$ cat src/rtl/fifo_ctrl_pkg.sv
// Shared types and helpers for the async-FIFO read-domain controllers.
// Holds the FSM state encoding, the id width and the round-robin search.
package fifo_ctrl_pkg;

    typedef enum logic {
        IDLE  = 1'b0,
        BURST = 1'b1
    } state_t;

    localparam int ID_W    = 3;
    localparam int MAX_REQ = 8;

    // One-hot of the first set request bit at or after ptr, wrapping at n.
    function automatic logic [MAX_REQ-1:0] rr_search(
        input logic [MAX_REQ-1:0] req,
        input logic [ID_W-1:0]    ptr,
        input int                 n
    );
        logic [MAX_REQ-1:0] win;
        logic               found;
        int                 idx;
        logic [ID_W-1:0]    idx_b;
        win   = '0;
        found = 1'b0;
        for (int i = 0; i < MAX_REQ; i++) begin
            idx   = (int'(ptr) + i) % n;
            idx_b = idx[ID_W-1:0];
            if (!found && (i < n) && req[idx_b]) begin
                win[idx_b] = 1'b1;
                found      = 1'b1;
            end
        end
        return win;
    endfunction

endpackage

$ cat src/rtl/rr_priority_pick.sv
// Combinational round-robin picker: first requester at or after rr_ptr wins.
module rr_priority_pick
    import fifo_ctrl_pkg::*;
#(
    parameter int NUM_REQ = 4
) (
    input  logic [NUM_REQ-1:0] request,
    input  logic [ID_W-1:0]    rr_ptr,
    output logic [NUM_REQ-1:0] winner,
    output logic               any_req
);

    logic [MAX_REQ-1:0] req_pad;
    logic [MAX_REQ-1:0] win_pad;
    logic               unused_win;

    always_comb begin
        req_pad                = '0;
        req_pad[NUM_REQ-1:0]   = request;
        win_pad                = rr_search(req_pad, rr_ptr, NUM_REQ);
    end

    assign winner     = win_pad[NUM_REQ-1:0];
    assign any_req    = |request;
    assign unused_win = ^win_pad;

endmodule

$ cat src/rtl/fifo_read_arbiter.sv
// Shares the FIFO read port among NUM_REQ consumers in round-robin bursts.
// Optional PRIORITY0_EN: consumer 0 always wins arbitration and does not move rr_ptr.
//
// state | meaning
// IDLE  | no grant; arbitrate when someone requests and the FIFO has data
// BURST | one consumer granted; pop up to BURST_LEN words for it
module fifo_read_arbiter
    import fifo_ctrl_pkg::*;
#(
    parameter int NUM_REQ    = 4,
    parameter int BURST_LEN  = 8,
    parameter int DATA_WIDTH = 8
) (
    input  logic                  clock_read,
    input  logic                  read_reset,
    input  logic [NUM_REQ-1:0]    request,
    input  logic [NUM_REQ-1:0]    consumer_ready,
    input  logic                  empty,
    input  logic [DATA_WIDTH-1:0] read_data,
    output logic                  read_enable,
    output logic [NUM_REQ-1:0]    grant,
    output logic                  out_valid,
    output logic [DATA_WIDTH-1:0] out_data,
    output logic [ID_W-1:0]       out_id
);

    localparam int         IDX_W     = (NUM_REQ > 1) ? $clog2(NUM_REQ) : 1;
    localparam logic [7:0] LAST_BEAT = 8'(BURST_LEN - 1);

    state_t             state;
    state_t             state_nxt;
    logic [ID_W-1:0]    rr_ptr;
    logic [ID_W-1:0]    rr_next;
    logic [7:0]         beat_count;
    logic [IDX_W-1:0]   g;
    logic [NUM_REQ-1:0] pick_req;
    logic [NUM_REQ-1:0] rr_winner;
    logic [NUM_REQ-1:0] winner;
    logic               pick_any;
    logic               arb_go;
    logic               burst_end;
    logic               rr_update;

    always_comb begin
        g = '0;
        for (int i = 0; i < NUM_REQ; i++) begin
            if (grant[i]) g = IDX_W'(i);
        end
    end

`ifdef PRIORITY0_EN
    assign pick_req  = request & ~NUM_REQ'(1);
    assign winner    = request[0] ? NUM_REQ'(1) : rr_winner;
    assign arb_go    = (request[0] | pick_any) & ~empty;
    assign rr_update = (g != '0);
`else
    assign pick_req  = request;
    assign winner    = rr_winner;
    assign arb_go    = pick_any & ~empty;
    assign rr_update = 1'b1;
`endif

    rr_priority_pick #(
        .NUM_REQ (NUM_REQ)
    ) u_pick (
        .request (pick_req),
        .rr_ptr  (rr_ptr),
        .winner  (rr_winner),
        .any_req (pick_any)
    );

    assign rr_next   = ID_W'((int'(g) + 1) % NUM_REQ);
    assign burst_end = (read_enable && (beat_count == LAST_BEAT)) || !request[g] || empty;

    always_ff @(posedge clock_read or posedge read_reset) begin
        if (read_reset) state <= IDLE;
        else            state <= state_nxt;
    end

    always_comb begin
        state_nxt = state;
        case (state)
            IDLE:    if (arb_go)    state_nxt = BURST;
            BURST:   if (burst_end) state_nxt = IDLE;
            default: state_nxt = IDLE;
        endcase
    end

    always_comb begin
        read_enable = 1'b0;
        if (state == BURST && !read_reset)
            read_enable = !empty && request[g] && consumer_ready[g];
    end

    always_ff @(posedge clock_read or posedge read_reset) begin
        if (read_reset) begin
            grant      <= '0;
            out_valid  <= 1'b0;
            out_data   <= '0;
            out_id     <= '0;
            rr_ptr     <= '0;
            beat_count <= '0;
        end else begin
            out_valid <= read_enable;
            if (read_enable) begin
                out_data   <= read_data;
                out_id     <= ID_W'(g);
                beat_count <= beat_count + 8'd1;
            end
            case (state)
                IDLE: begin
                    if (arb_go) begin
                        grant      <= winner;
                        beat_count <= '0;
                    end
                end
                BURST: begin
                    if (burst_end) begin
                        grant <= '0;
                        if (rr_update) rr_ptr <= rr_next;
                    end
                end
                default: grant <= '0;
            endcase
        end
    end

endmodule

$ cat config.mk
export PLATFORM = sky130hd
export DESIGN_NAME = fifo_read_arbiter
export DESIGN_NICKNAME = d
export VERILOG_FILES = /design/src/rtl/fifo_ctrl_pkg.sv /design/src/rtl/rr_priority_pick.sv /design/src/rtl/fifo_read_arbiter.sv
export SDC_FILE = /design/constraint.sdc
export NUM_CORES = 1
export LEC_CHECK = 0
export BUFFER_PORTS_ARGS = -buffer_cell sky130_fd_sc_hd__buf_2
export CORE_MARGIN = 3
export CORE_UTILIZATION = 35
export DETAILED_ROUTE_END_ITERATION = 8
export PLACE_DENSITY = 0.6
export SYNTH_ARGS = -nofsm -noshare
export SYNTH_HDL_FRONTEND = slang
export SYNTH_HIERARCHICAL = 1
export SYNTH_SLANG_ARGS = --single-unit
$ cat constraint.sdc
create_clock -name clock_read -period 9.2 [get_ports clock_read]
set_clock_uncertainty 0.1 [all_clocks]
set_input_delay 2.3 -clock clock_read [delete_from_list [all_inputs] [get_ports clock_read]]
set_output_delay 2.3 -clock clock_read [all_outputs]
set_load 0.01 [all_outputs]
# Word level (Yosys, flattened, before mapping)
# Cells that the tools add are included.
[word_totals]
word_cells = 98
ff_bits = 26
out_inout_bits = 17
[op_classes]
bitwise = 9
order_cmp = 9
n_mux = 40
reduce_logical = 25
addsub = 5
n_eq_ne = 3
[ops]
columns = ["op", "n"]
rows = [
  ["two-way mux 4 bit", 6],
  ["two-way mux 8 bit", 3],
  ["two-way mux 1 bit", 17],
  ["less-than comparator 3 x 4 -> 1 bit (second input constant)", 3],
  ["OR 4 bit", 3],
  ["logical AND 1 bit", 11],
  ["binary-select mux 1 bit (select 3 bit)", 3],
  ["demux 1 bit (select 3 bit)", 3],
  ["greater-or-equal comparator 3 x 1 -> 1 bit (second input constant)", 3],
  ["adder 8 x 1 -> 8 bit (second input constant)", 1],
  ["equality test 8 x 3 -> 1 bit (second input constant)", 1],
  ["one-hot mux 4 bit (2 select lines)", 1],
  ["binary-select mux 1 bit (select 2 bit)", 3],
  ["zero test 1 bit", 6],
  ["OR reduction 2 bit", 3],
  ["adder 2 x 1 -> 2 bit (second input constant)", 2],
  ["adder 2 bit (second input constant)", 2],
  ["less-than comparator 2 x 4 -> 1 bit (second input constant)", 1],
  ["two-way mux 2 bit", 2],
  ["AND reduction 2 bit", 2],
  ["OR reduction 4 bit", 1],
  ["AND 1 bit (first input constant)", 3],
  ["less-than comparator 2 x 3 -> 1 bit (second input constant)", 1],
  ["demux 1 bit (select 2 bit)", 1],
  ["7 further kinds", 9],
]

# Logic depth before layout (Yosys ltp)
# Gate-level depths: netlist of run 1.
[logic_depth]
word_depth = 15
mapped_depth = 8

# Modules after synthesis
# Netlist of run 1, hierarchy kept.
[by_module_without_submodules]
columns = ["mod", "n_inst", "cells_per_inst", "seq_area_each_um2", "area_each_um2"]
rows = [
  ["fifo_read_arbiter", 1, 120, 650.6, 1327.5],
  ["rr_priority_pick", 1, 31, 0.0, 310.3],
]

# Least setup slack after synthesis of run 1
# No wires, ideal clock.
[synth_timing]
path_type = "input port to output port"
startpoint = "input port read_reset"
endpoint = "output port read_enable"
cell_stages = 6
arrival_time_ns = 3.911
path_slack_ns = 2.889
path_cell_list = "inv_1 > nand2_1 > or3_4 > buf_6 > buf_12 > inv_1"
[synth_between]
elab_chain_cells = 3
[synth_lines]
columns = ["element", "line", "rtl"]
rows = [
  ["start: declaration", "fifo_read_arbiter.sv:15", "input logic read_reset,"],
  ["zero test 1 bit (no source line)", "--", ""],
  ["logical AND 1 bit", "fifo_read_arbiter.sv:91", "if (state == BURST && !read_reset)"],
  ["two-way mux 1 bit", "fifo_read_arbiter.sv:91", ""],
  ["end: declaration", "fifo_read_arbiter.sv:20", "output logic read_enable,"],
]
# No other way between the ends.

# Worst setup path after layout of run 1
[layout_timing]
startpoint = "input port consumer_ready[1]"
endpoint = "output port read_enable"
[layout_between]
elab_chain_cells = 4
[layout_lines]
columns = ["element", "line", "rtl"]
rows = [
  ["start: declaration", "fifo_read_arbiter.sv:17", "input logic [NUM_REQ-1:0] consumer_ready,"],
  ["binary-select mux 1 bit (select 2 bit)", "fifo_read_arbiter.sv:92", "read_enable = !empty && request[g] && consumer_ready[g];"],
  ["two-way mux 1 bit (implied by the code)", "fifo_read_arbiter.sv:92", ""],
  ["logical AND 1 bit", "fifo_read_arbiter.sv:92", ""],
  ["two-way mux 1 bit", "fifo_read_arbiter.sv:91", ""],
]
# No other way between the ends. The select of a mux whose other input is x is not followed.

==> results_dict.tcl, run 1 <==
set metrics [dict create \
    run_status "finished, final reports clean" \
    core.rowCount 24 \
    syn_nets 177 \
    layout_min_cycle_time_ps 6570 \
    die_footprint_mm2 0.00554 \
    synth.avg_cell_area_um2 10.8 \
    drive_above_1_share_pct 32.8 \
    antenna_cells 0 \
    hold-worst-slack_ps 412 \
    critical_path.max_fanout 13 \
    wl_per_cell_um 14.3 \
    min-delay-path-class "reg2reg" \
    drt_first_iter_violations 68 \
    clock_sink_count 26 \
    setup_viol_count_final 0 \
    ranking_of_synthesized_cells_by_area "sky130_fd_sc_hd__dfrtp_1 (40%), sky130_fd_sc_hd__mux2i_1 (6.7%), sky130_fd_sc_hd__nand2_1 (5.7%), sky130_fd_sc_hd__mux2_4 (5.5%), sky130_fd_sc_hd__ha_1 (5.3%)" \
    dominant_combinational_cell_family_by_area_after_synthesis "multiplexers" \
    multiInputGateArea_um2 888 \
    grt_max_degree 29 \
    netlist_instances 151 \
    detailedPlacementHpwl_um 2600 \
    setup_tns_ps 0 \
    ios 36 \
    summed_instance_area_of_the_synthesized_netlist_mm2 0.00164 \
    synth-adder-area-share_pct 5.35 \
    cts_tree "done" \
    via_count_of_the_first_global_routing_pass 1240 \
    regArea_um2 651 \
    report.final.slew_viol_count 0 \
    yosys.area.top_type_share_pct 39.7 \
    drt_wl_total_um 3360 \
    grt_antenna_before_repair 0 \
    post_cts_hold_buffer_count 0 \
    slew_headroom_pct 25.0 \
    critical_setup_path_kind "in2out" \
    synth_enable_flop_cells 0 \
    endpoint_kind "primary output" \
    fmax_ghz 0.152 \
    detail_route.drc_violations 0 \
    final_net_count 210 \
    postPlaceCellArea_mm2 0.00182 \
    power_density_mw_per_mm2 275 \
    synth_xor_xnor_area_share_pct 0 \
    ys.flop_type "sky130_fd_sc_hd__dfrtp_1" \
    die_height_um 74.4 \
    post_cts.repair.setup_buffers 0 \
    clk_latency_ps 280 \
    worst_ir_drop_vdd_mv 0.120 \
    detailedRoute.firstPassIterationCount 4 \
    placeableCoreArea_mm2 0.00444 \
    buffer_ports.inserted 34 \
    first_pass_grt_wire_length_um 5780 \
    synthSimpleGateAreaFrac_pct 19.0 \
    unrepaired_setup_endpoints_after_global_routing "false" \
    yosys.area.top_type "sky130_fd_sc_hd__dfrtp_1" \
    tritoncts.num_buffers 3 \
    grt_overflow 0 \
    clk_pin_slew_ps 90 \
    worstMarginPinSlew_ps 1130 \
    synth.cells.most_frequent "sky130_fd_sc_hd__dfrtp_1 (26), sky130_fd_sc_hd__nand2_1 (25), sky130_fd_sc_hd__mux2i_1 (11)" \
    vias 1244 \
    final_cell_area_mm2 0.00189 \
    kind_of_start_point_of_the_critical_path "primary input" \
    final.fill_count 431 \
    compound_gate_fraction_of_synth_area_pct 8.94 \
    routabilityCongestion 0.799 \
    worst_slack_ps 2630 \
    post_synth_mux_area_share_pct 20.7 \
    number_of_distinct_library_cell_variants_in_the_gate_level_netlist_after_synthesis 38 \
    cts_htree_levels 1 \
    die_w_um 74.4 \
    finish.utilization_pct 42.5 \
    yosysWarningCount 6 \
    global_routing_usage_summed_across_all_routing_layers_pct 13.6 \
    placement.setup.worst_slack_ps 2640 \
    seq_area_frac_synth_pct 39.7 \
    synth-async-reset-ratio_pct 100 \
    total_leakage_power_nw 0.920 \
    cts_root_buf "sky130_fd_sc_hd__clkbuf_8" \
    synth.ff_latch_count 26 \
    drv.max_cap_violation_count 0 \
    critical_path_data_required_time_ps 6800 \
    clk_path_buf_depth 2 \
    ant_nets_after_route 0 \
    crit_arrival_ps 4170 \
    drt-vias-per-instance 5.29 \
    final.period_utilization_pct 71.5 \
    area_growth_pct 15.4 \
    post-synth-top-count-cell "sky130_fd_sc_hd__dfrtp_1" \
    final_hold_viol_count 0 \
    post_cts_sizing 0 \
    start_util_pct 36.9 \
]
-- cell type report --
class / count / area share (%)
multi-input cells: 108 / 47.0
inverters: 10 / 1.99
clock inverters: 1 / 1.59
well taps: 52 / 3.44
flip-flops and latches: 26 / 34.4
repair buffers: 35 / 9.40
clock buffers: 3 / 2.18
-- where the power goes --
part | leakage (nW) | switching, mW | internal, mW | total (mW)
clock network | 0.0357 | 0.0372 | 0.0583 | 0.0954
registers | 0.339 | 0.0371 | 0.149 | 0.186
logic | 0.545 | 0.124 | 0.115 | 0.239
total | 0.920 | 0.198 | 0.323 | 0.520
-- critical path, cell delays in order --
cell                       delay, ps
sky130_fd_sc_hd__buf_2            90
sky130_fd_sc_hd__mux2_2          250
sky130_fd_sc_hd__a222oi_1        860
sky130_fd_sc_hd__or3_4           420
sky130_fd_sc_hd__inv_1            90
sky130_fd_sc_hd__buf_2           150
-- stage by stage --
step / instances / power, mW
2_1_floorplan: 151 / 0.365
3_3_place_gp: 231 / 0.427
3_5_place_dp: 231 / 0.431
4_1_cts: 235 / 0.528
5_1_grt: 235 / 0.561
6_report: 235 / 0.520
-- final timing paths --
check | from | to | slack, ps | depth (start not counted)
max in group asynchronous | read_reset | grant[0] | 6770 | 3
min | out_data[5] | out_data[5] | 410 | 1
min in group asynchronous | read_reset | out_data[6] | 1960 | 3
max reg2reg | grant[1] | out_data[5] | 6460 | 4
max | consumer_ready[1] | read_enable | 2630 | 6
min reg2reg | out_data[5] | out_data[5] | 410 | 1
-- layout by cell type (no fill, tap or decap), types with 2 or more instances in the layout --
cell type | Yosys | layout
sky130_fd_sc_hd__a221o_1 | 4 | 4
sky130_fd_sc_hd__buf_2 | 0 | 34
sky130_fd_sc_hd__clkbuf_8 | 0 | 3
sky130_fd_sc_hd__dfrtp_1 | 26 | 26
sky130_fd_sc_hd__ha_1 | 7 | 7
sky130_fd_sc_hd__inv_1 | 10 | 10
sky130_fd_sc_hd__mux2_2 | 4 | 4
sky130_fd_sc_hd__mux2_4 | 6 | 6
sky130_fd_sc_hd__mux2i_1 | 11 | 11
sky130_fd_sc_hd__mux4_2 | 3 | 3
sky130_fd_sc_hd__nand2_1 | 25 | 25
sky130_fd_sc_hd__nand3_1 | 2 | 2
sky130_fd_sc_hd__nand4_1 | 3 | 3
sky130_fd_sc_hd__nor2_1 | 2 | 2
sky130_fd_sc_hd__nor2b_1 | 2 | 2
sky130_fd_sc_hd__nor3b_1 | 3 | 3
sky130_fd_sc_hd__nor4_1 | 6 | 6
sky130_fd_sc_hd__o21ai_0 | 8 | 8
sky130_fd_sc_hd__o31ai_1 | 2 | 2
sky130_fd_sc_hd__or2_2 | 4 | 4
-- metal layers --
| metal | track usage, % | vias to the layer above | share of wire [%] |
|---|---|---|---|
| met5 | 0 | - | 0 |
| met4 | 6.52 | 0 | 2.2 |
| met3 | 1.49 | 5 | 3.5 |
| met2 | 22.4 | 33 | 49 |
| met1 | 17.7 | 595 | 46 |
| li1 | - | 611 | - |
-- registers in the layout, indices dropped and copies added, names as in the netlist --
| register | flops |
|---|---|
| out_valid | 1 |
| out_data | 8 |
| state | 1 |
| rr_ptr | 2 |
| grant | 4 |
| beat_count | 8 |
| out_id | 2 |
-- logic make-up after synthesis --
| family | count (synthesis) |
|---|---|
| flip-flops | 26 |
| AO/OA/AOI/OAI | 20 |
| adder cells (fa/ha/maj) | 7 |
| buffers and inverters | 17 |
| other | 1 |
| AND/OR/NAND/NOR | 55 |
| multiplexers | 25 |
No activity file was read; power rests on OpenSTA's default activity.
==> inputs of run 2 (changes only) <==
--- a/config.mk
+++ b/config.mk
@@ -9,7 +9,7 @@
 export CORE_MARGIN = 3
 export CORE_UTILIZATION = 35
 export DETAILED_ROUTE_END_ITERATION = 8
-export PLACE_DENSITY = 0.6
+export PLACE_DENSITY = 0.62
 export SYNTH_ARGS = -nofsm -noshare
 export SYNTH_HDL_FRONTEND = slang
 export SYNTH_HIERARCHICAL = 1
==> constraint.sdc (replaced) <==
create_clock -name clock_read -period 5.75 [get_ports clock_read]
set_clock_uncertainty 0.1 [all_clocks]
set_input_delay 1.4375 -clock clock_read [delete_from_list [all_inputs] [get_ports clock_read]]
set_output_delay 1.4375 -clock clock_read [all_outputs]
set_load 0.01 [all_outputs]
==> results_dict.tcl, run 2 (synthesis gave the netlist of run 1 again) <==
set metrics [dict create \
    placeableCoreArea_mm2 0.00444 \
    worstMarginPinSlew_ps 959 \
    grt_antenna_before_repair 0 \
    slew_headroom_pct 35.9 \
    die_footprint_mm2 0.00554 \
    clk_latency_ps 280 \
    post_cts.repair.setup_buffers 0 \
    run_status "finished, final reports clean" \
    filler_free_cell_count_of_the_finished_design 236 \
    post_cts_sizing 0 \
    clk_pin_slew_ps 90 \
    regArea_um2 651 \
    post_cts_hold_buffer_count 0 \
    kind_of_start_point_of_the_critical_path "primary input" \
    cts_root_buf "sky130_fd_sc_hd__clkbuf_8" \
    fmax_ghz 0.221 \
    top_delay_family_on_crit_path "compound AO/OA/AOI/OAI gates" \
    routabilityCongestion 0.789 \
    cts_tree "done" \
    min-delay-path-class "reg2reg" \
    vias 1267 \
    crit_arrival_ps 2980 \
    detail_route.drc_violations 0 \
    grt_overflow 0 \
    start_util_pct 36.9 \
    die_w_um 74.4 \
    p_int_mw 0.524 \
    core.rowCount 24 \
    timing.critical_path.slowest_cell_delay_ps 550 \
    place.detailed.instances 232 \
    final.fill_count 428 \
    cp_num_buf_inv 3 \
    setup_viol_count_final 0 \
    drv.max_cap_violation_count 0 \
    via_count_of_the_first_global_routing_pass 1151 \
    clock_sink_count 26 \
    cts_htree_levels 1 \
    drt_first_iter_violations 52 \
    worst-r2r-cell-count 7 \
    layout.cells.most_common_list "sky130_fd_sc_hd__buf_2 (34), sky130_fd_sc_hd__dfrtp_1 (26), sky130_fd_sc_hd__nand2_1 (25), sky130_fd_sc_hd__mux2i_1 (11), sky130_fd_sc_hd__inv_1 (10)" \
    combPwrFrac_pct 46.2 \
    cell_with_the_largest_stage_delay_on_the_worst_path "sky130_fd_sc_hd__a2111o_1" \
    placement.setup.worst_slack_ps 1240 \
    net_switching_component_of_the_power_mw 0.321 \
    critical_setup_path_kind "in2out" \
    crit-reg2reg-capture "grant[2]" \
    critical_path.max_fanout 13 \
    ant_nets_after_route 0 \
    hold-worst-slack_ps 409 \
    tritoncts.num_buffers 3 \
    area_growth_pct 15.9 \
    worstSetupPathDepth 6 \
    critical_path_data_required_time_ps 4210 \
    cp-endpoint "read_enable" \
    first_pass_grt_wire_length_um 5760 \
    layout_min_cycle_time_ps 4520 \
    setup_tns_ps 0 \
    path_common_cell "sky130_fd_sc_hd__buf_2" \
    clk_path_buf_depth 2 \
    buffer_ports.inserted 34 \
    total_leakage_power_nw 0.925 \
    layout_commonest_cell "sky130_fd_sc_hd__buf_2" \
    switching_share_pct 38.0 \
    wl_per_cell_um 14.4 \
    ios 36 \
    worst_slack_ps 1230 \
    grt_max_degree 28 \
    antenna_cells 0 \
    unrepaired_setup_endpoints_after_global_routing "false" \
    power_density_mw_per_mm2 445 \
    detailedRoute.firstPassIterationCount 4 \
    r2r_start "rr_ptr[0]" \
    reg2reg_slack_ps 3340 \
    reg_top3 "beat_count: 8 flops, out_data: 8 flops, grant: 4 flops" \
    clkPwrFrac_pct 18.3 \
    endpoint_kind "primary output" \
    drt_wl_total_um 3410 \
    worst_ir_drop_vdd_mv 0.180 \
    final_net_count 211 \
    global_routing_usage_summed_across_all_routing_layers_pct 13.5 \
    final.period_utilization_pct 78.5 \
    final_hold_viol_count 0 \
    drive_above_1_share_pct 33.2 \
    detailedPlacementHpwl_um 2520 \
    p_seq_share_pct 35.5 \
    drt-vias-per-instance 5.37 \
    die_height_um 74.4 \
    crit_path_start "request[1]" \
    report.final.slew_viol_count 0 \
    cp_cell_sequence "buf_2 -> mux2i_1 -> a2111o_1 -> or3_4 -> inv_1 -> buf_2" \
    multiInputGateArea_um2 888 \
]
==> run 2: changes by cell type in the layout (fill, tap and decap cells not counted), sizes merged <==
cell | previous run | this run
buf | 35 | 36
==> run 2: cell type report <==
| cell class | instances | share of cell area (%) |
|---|---|---|
| timing repair buffer | 36 | 9.76 |
| inverter | 10 | 1.98 |
| multi-input combinational | 108 | 46.8 |
| tap | 52 | 3.43 |
| sequential | 26 | 34.3 |
| clock inverter | 1 | 1.58 |
| clock buffer | 3 | 2.18 |
==> run 2: stage by stage <==
step | utilization (%) | cell area, um^2 | total power, mW
after floorplan | - | 1640 | 0.584
after global placement | 41.1 | 1830 | 0.692
after detailed placement | 41.1 | 1830 | 0.697
after CTS | 42.7 | 1900 | 0.851
after global routing | 42.7 | 1900 | 0.909
final | 42.7 | 1900 | 0.844
==> run 2: power groups by stage <==
stage / clock, mW / combinational [mW] / sequential [mW]
floorplan: 0 / 0.272 / 0.312
global placement: 0 / 0.389 / 0.304
detailed placement: 0 / 0.391 / 0.305
CTS: 0.156 / 0.393 / 0.302
global route: 0.165 / 0.434 / 0.311
finish: 0.155 / 0.390 / 0.300
==> run 2: worst register-to-register path, delay by kind of cell, from the launching register on <==
kind | cells | cell delay [ps]
DFF | 1 | 610
and+or+nand+nor | 2 | 420
muxes | 1 | 400
adders and majority gates | 1 | 350
AOI/OAI and AO/OA | 2 | 340
buffers and inverters | 1 | 120
==> run 2: metal layers <==
layer | GRT usage (%) | wire length (um) | up-vias
met5 | 0 | 0 | -
met4 | 6.32 | 90 | 0
met3 | 1.22 | 90 | 7
met2 | 21.6 | 1640 | 23
met1 | 18.4 | 1580 | 628
li1 | - | - | 609
==> run 2: worst min-delay path by stage <==
stage / from / endpoint / slack, ps / cells past startpoint
6_report: out_data[6] / out_data[6] / 410 / 1
5_1_grt: out_data[6] / out_data[6] / 420 / 1
4_1_cts: beat_count[0] / beat_count[0] / 410 / 1
3_5_place_dp: out_data[3] / out_data[3] / 390 / 1
3_3_place_gp: out_data[3] / out_data[3] / 390 / 1
2_1_floorplan: beat_count[0] / beat_count[0] / 370 / 1
==> inputs of run 3 (changes only) <==
--- a/config.mk
+++ b/config.mk
@@ -9,7 +9,7 @@
 export CORE_MARGIN = 3
 export CORE_UTILIZATION = 35
 export DETAILED_ROUTE_END_ITERATION = 8
-export PLACE_DENSITY = 0.62
+export PLACE_DENSITY = 0.6
 export SYNTH_ARGS = -nofsm -noshare
 export SYNTH_HDL_FRONTEND = slang
 export SYNTH_HIERARCHICAL = 1
==> constraint.sdc (replaced) <==
create_clock -name clock_read -period 4.32 [get_ports clock_read]
set_clock_uncertainty 0.1 [all_clocks]
set_input_delay 1.08 -clock clock_read [delete_from_list [all_inputs] [get_ports clock_read]]
set_output_delay 1.08 -clock clock_read [all_outputs]
set_load 0.01 [all_outputs]
==> results_dict.tcl, run 3 (synthesis gave the netlist of run 1 again) <==
set metrics [dict create \
    grt_max_degree 28 \
    highest-signal-layer "met4" \
    detailedPlacementHpwl_um 2580 \
    critical_path.max_fanout 13 \
    post_cts_sizing 0 \
    endpoint_kind "primary output" \
    wl_met1_um 1580 \
    grt_antenna_before_repair 0 \
    met2_wirelength_um 1670 \
    layout.cells.most_common_list "sky130_fd_sc_hd__buf_2 (34), sky130_fd_sc_hd__dfrtp_1 (26), sky130_fd_sc_hd__nand2_1 (25), sky130_fd_sc_hd__mux2i_1 (11), sky130_fd_sc_hd__inv_1 (10)" \
    vias 1256 \
    drt-vias-per-instance 5.32 \
    core.rowCount 24 \
    die_height_um 74.4 \
    layout_min_cycle_time_ps 3810 \
    kind_of_start_point_of_the_critical_path "primary input" \
    die_footprint_mm2 0.00554 \
    wl_per_cell_um 14.3 \
    clk_pin_slew_ps 90 \
    cts_htree_levels 1 \
    regArea_um2 651 \
    clock_sink_count 26 \
    drive_above_1_share_pct 33.2 \
    unrepaired_setup_endpoints_after_global_routing "false" \
    final_cell_area_mm2 0.00190 \
    critical_path_data_required_time_ps 3140 \
    final_net_count 211 \
    postPlaceCellArea_mm2 0.00183 \
    total_leakage_power_nw 0.925 \
    fmax_ghz 0.263 \
    drv.max_cap_violation_count 0 \
    whs_path_depth 1 \
    first_pass_grt_wire_length_um 5930 \
    final.fill_count 451 \
    final.period_utilization_pct 88.2 \
    run_status "finished, final reports clean" \
    post_cts.repair.setup_buffers 0 \
    hp-start "out_data[5]" \
    cts_tree "done" \
    cts_root_buf "sky130_fd_sc_hd__clkbuf_8" \
    worst_ir_drop_vdd_mv 0.242 \
    grt_overflow 0 \
    r2r_start "rr_ptr[0]" \
    slew_headroom_pct 33.7 \
    reg2reg_slack_ps 1930 \
    detail_route.drc_violations 0 \
    multiInputGateArea_um2 888 \
    crit_arrival_ps 2630 \
    post_cts_hold_buffer_count 0 \
    clk_path_buf_depth 2 \
    placeableCoreArea_mm2 0.00444 \
    min-delay-path-class "reg2reg" \
    final_hold_viol_count 0 \
    met3_wirelength_um 74 \
    worstMarginPinSlew_ps 993 \
    critical_setup_path_kind "in2out" \
    ant_nets_after_route 0 \
    tritoncts.num_buffers 3 \
    drt_wl_total_um 3380 \
    layout_commonest_cell "sky130_fd_sc_hd__buf_2" \
    worst-r2r-cell-count 7 \
    reg_top3 "beat_count: 8 flops, out_data: 8 flops, grant: 4 flops" \
    detailedRoute.firstPassIterationCount 4 \
    start_util_pct 36.9 \
    crit-reg2reg-capture "grant[2]" \
    hold_path_end "out_data[5]" \
    power_density_mw_per_mm2 589 \
    drt_first_iter_violations 56 \
    report.final.slew_viol_count 0 \
    antenna_cells 0 \
    via_count_of_the_first_global_routing_pass 1229 \
    die_w_um 74.4 \
    global_routing_usage_summed_across_all_routing_layers_pct 13.6 \
    setup_tns_ps 0 \
    buffer_ports.inserted 34 \
    routabilityCongestion 0.813 \
    setup_viol_count_final 0 \
    ios 36 \
    clk_latency_ps 270 \
    area_growth_pct 15.9 \
]
-- run 3: cell counts in the layout (fill, tap and decap cells not counted) --
Identical to the previous run, type by type.
-- run 3: critical path, stage by stage --
cell,delay [ps]
sky130_fd_sc_hd__buf_2,130
sky130_fd_sc_hd__mux2i_1,70
sky130_fd_sc_hd__a2111o_1,560
sky130_fd_sc_hd__or3_4,550
sky130_fd_sc_hd__inv_1,110
sky130_fd_sc_hd__buf_2,130
-- run 3: per-layer routing --
metal | up-vias | track usage (%)
met5 | - | 0
met4 | 0 | 4.15
met3 | 5 | 0.811
met2 | 19 | 23.5
met1 | 623 | 18.2
li1 | 609 | -
-- run 3: metrics by stage --
stage	hold slack, ps	setup WS [ps]	power (mW)	cells	util (%)
after floorplan	366	449	0.777	151	-
after global placement	385	542	0.922	232	41.1
after detailed placement	389	511	0.924	232	41.1
after CTS	411	503	1.13	236	42.7
after global routing	435	443	1.21	236	42.7
final	405	512	1.12	236	42.7
-- run 3: how the worst max path moves through the flow --
stage                          start     endpoint  depth (start not counted)
after global routing      request[0]  read_enable                          6
after floorplan           read_reset  read_enable                          6
final                     request[0]  read_enable                          6
after global placement    request[1]  read_enable                          6
after detailed placement  request[1]  read_enable                          6
after CTS                 request[1]  read_enable                          6
-- run 3: report_power, final --
group / total (mW) / internal [mW] / switching, mW
registers: 0.402 / 0.318 / 0.0837
clock network: 0.201 / 0.124 / 0.0775
logic: 0.514 / 0.254 / 0.260
-- run 3: cell type report --
type                            count  area share (%)
Clock buffer                        3            2.18
Clock inverter                      1            1.58
Inverter                           10            1.98
Multi-Input combinational cell    108            46.8
Sequential cell                    26            34.3
Tap cell                           52            3.43
Timing Repair Buffer               36            9.76
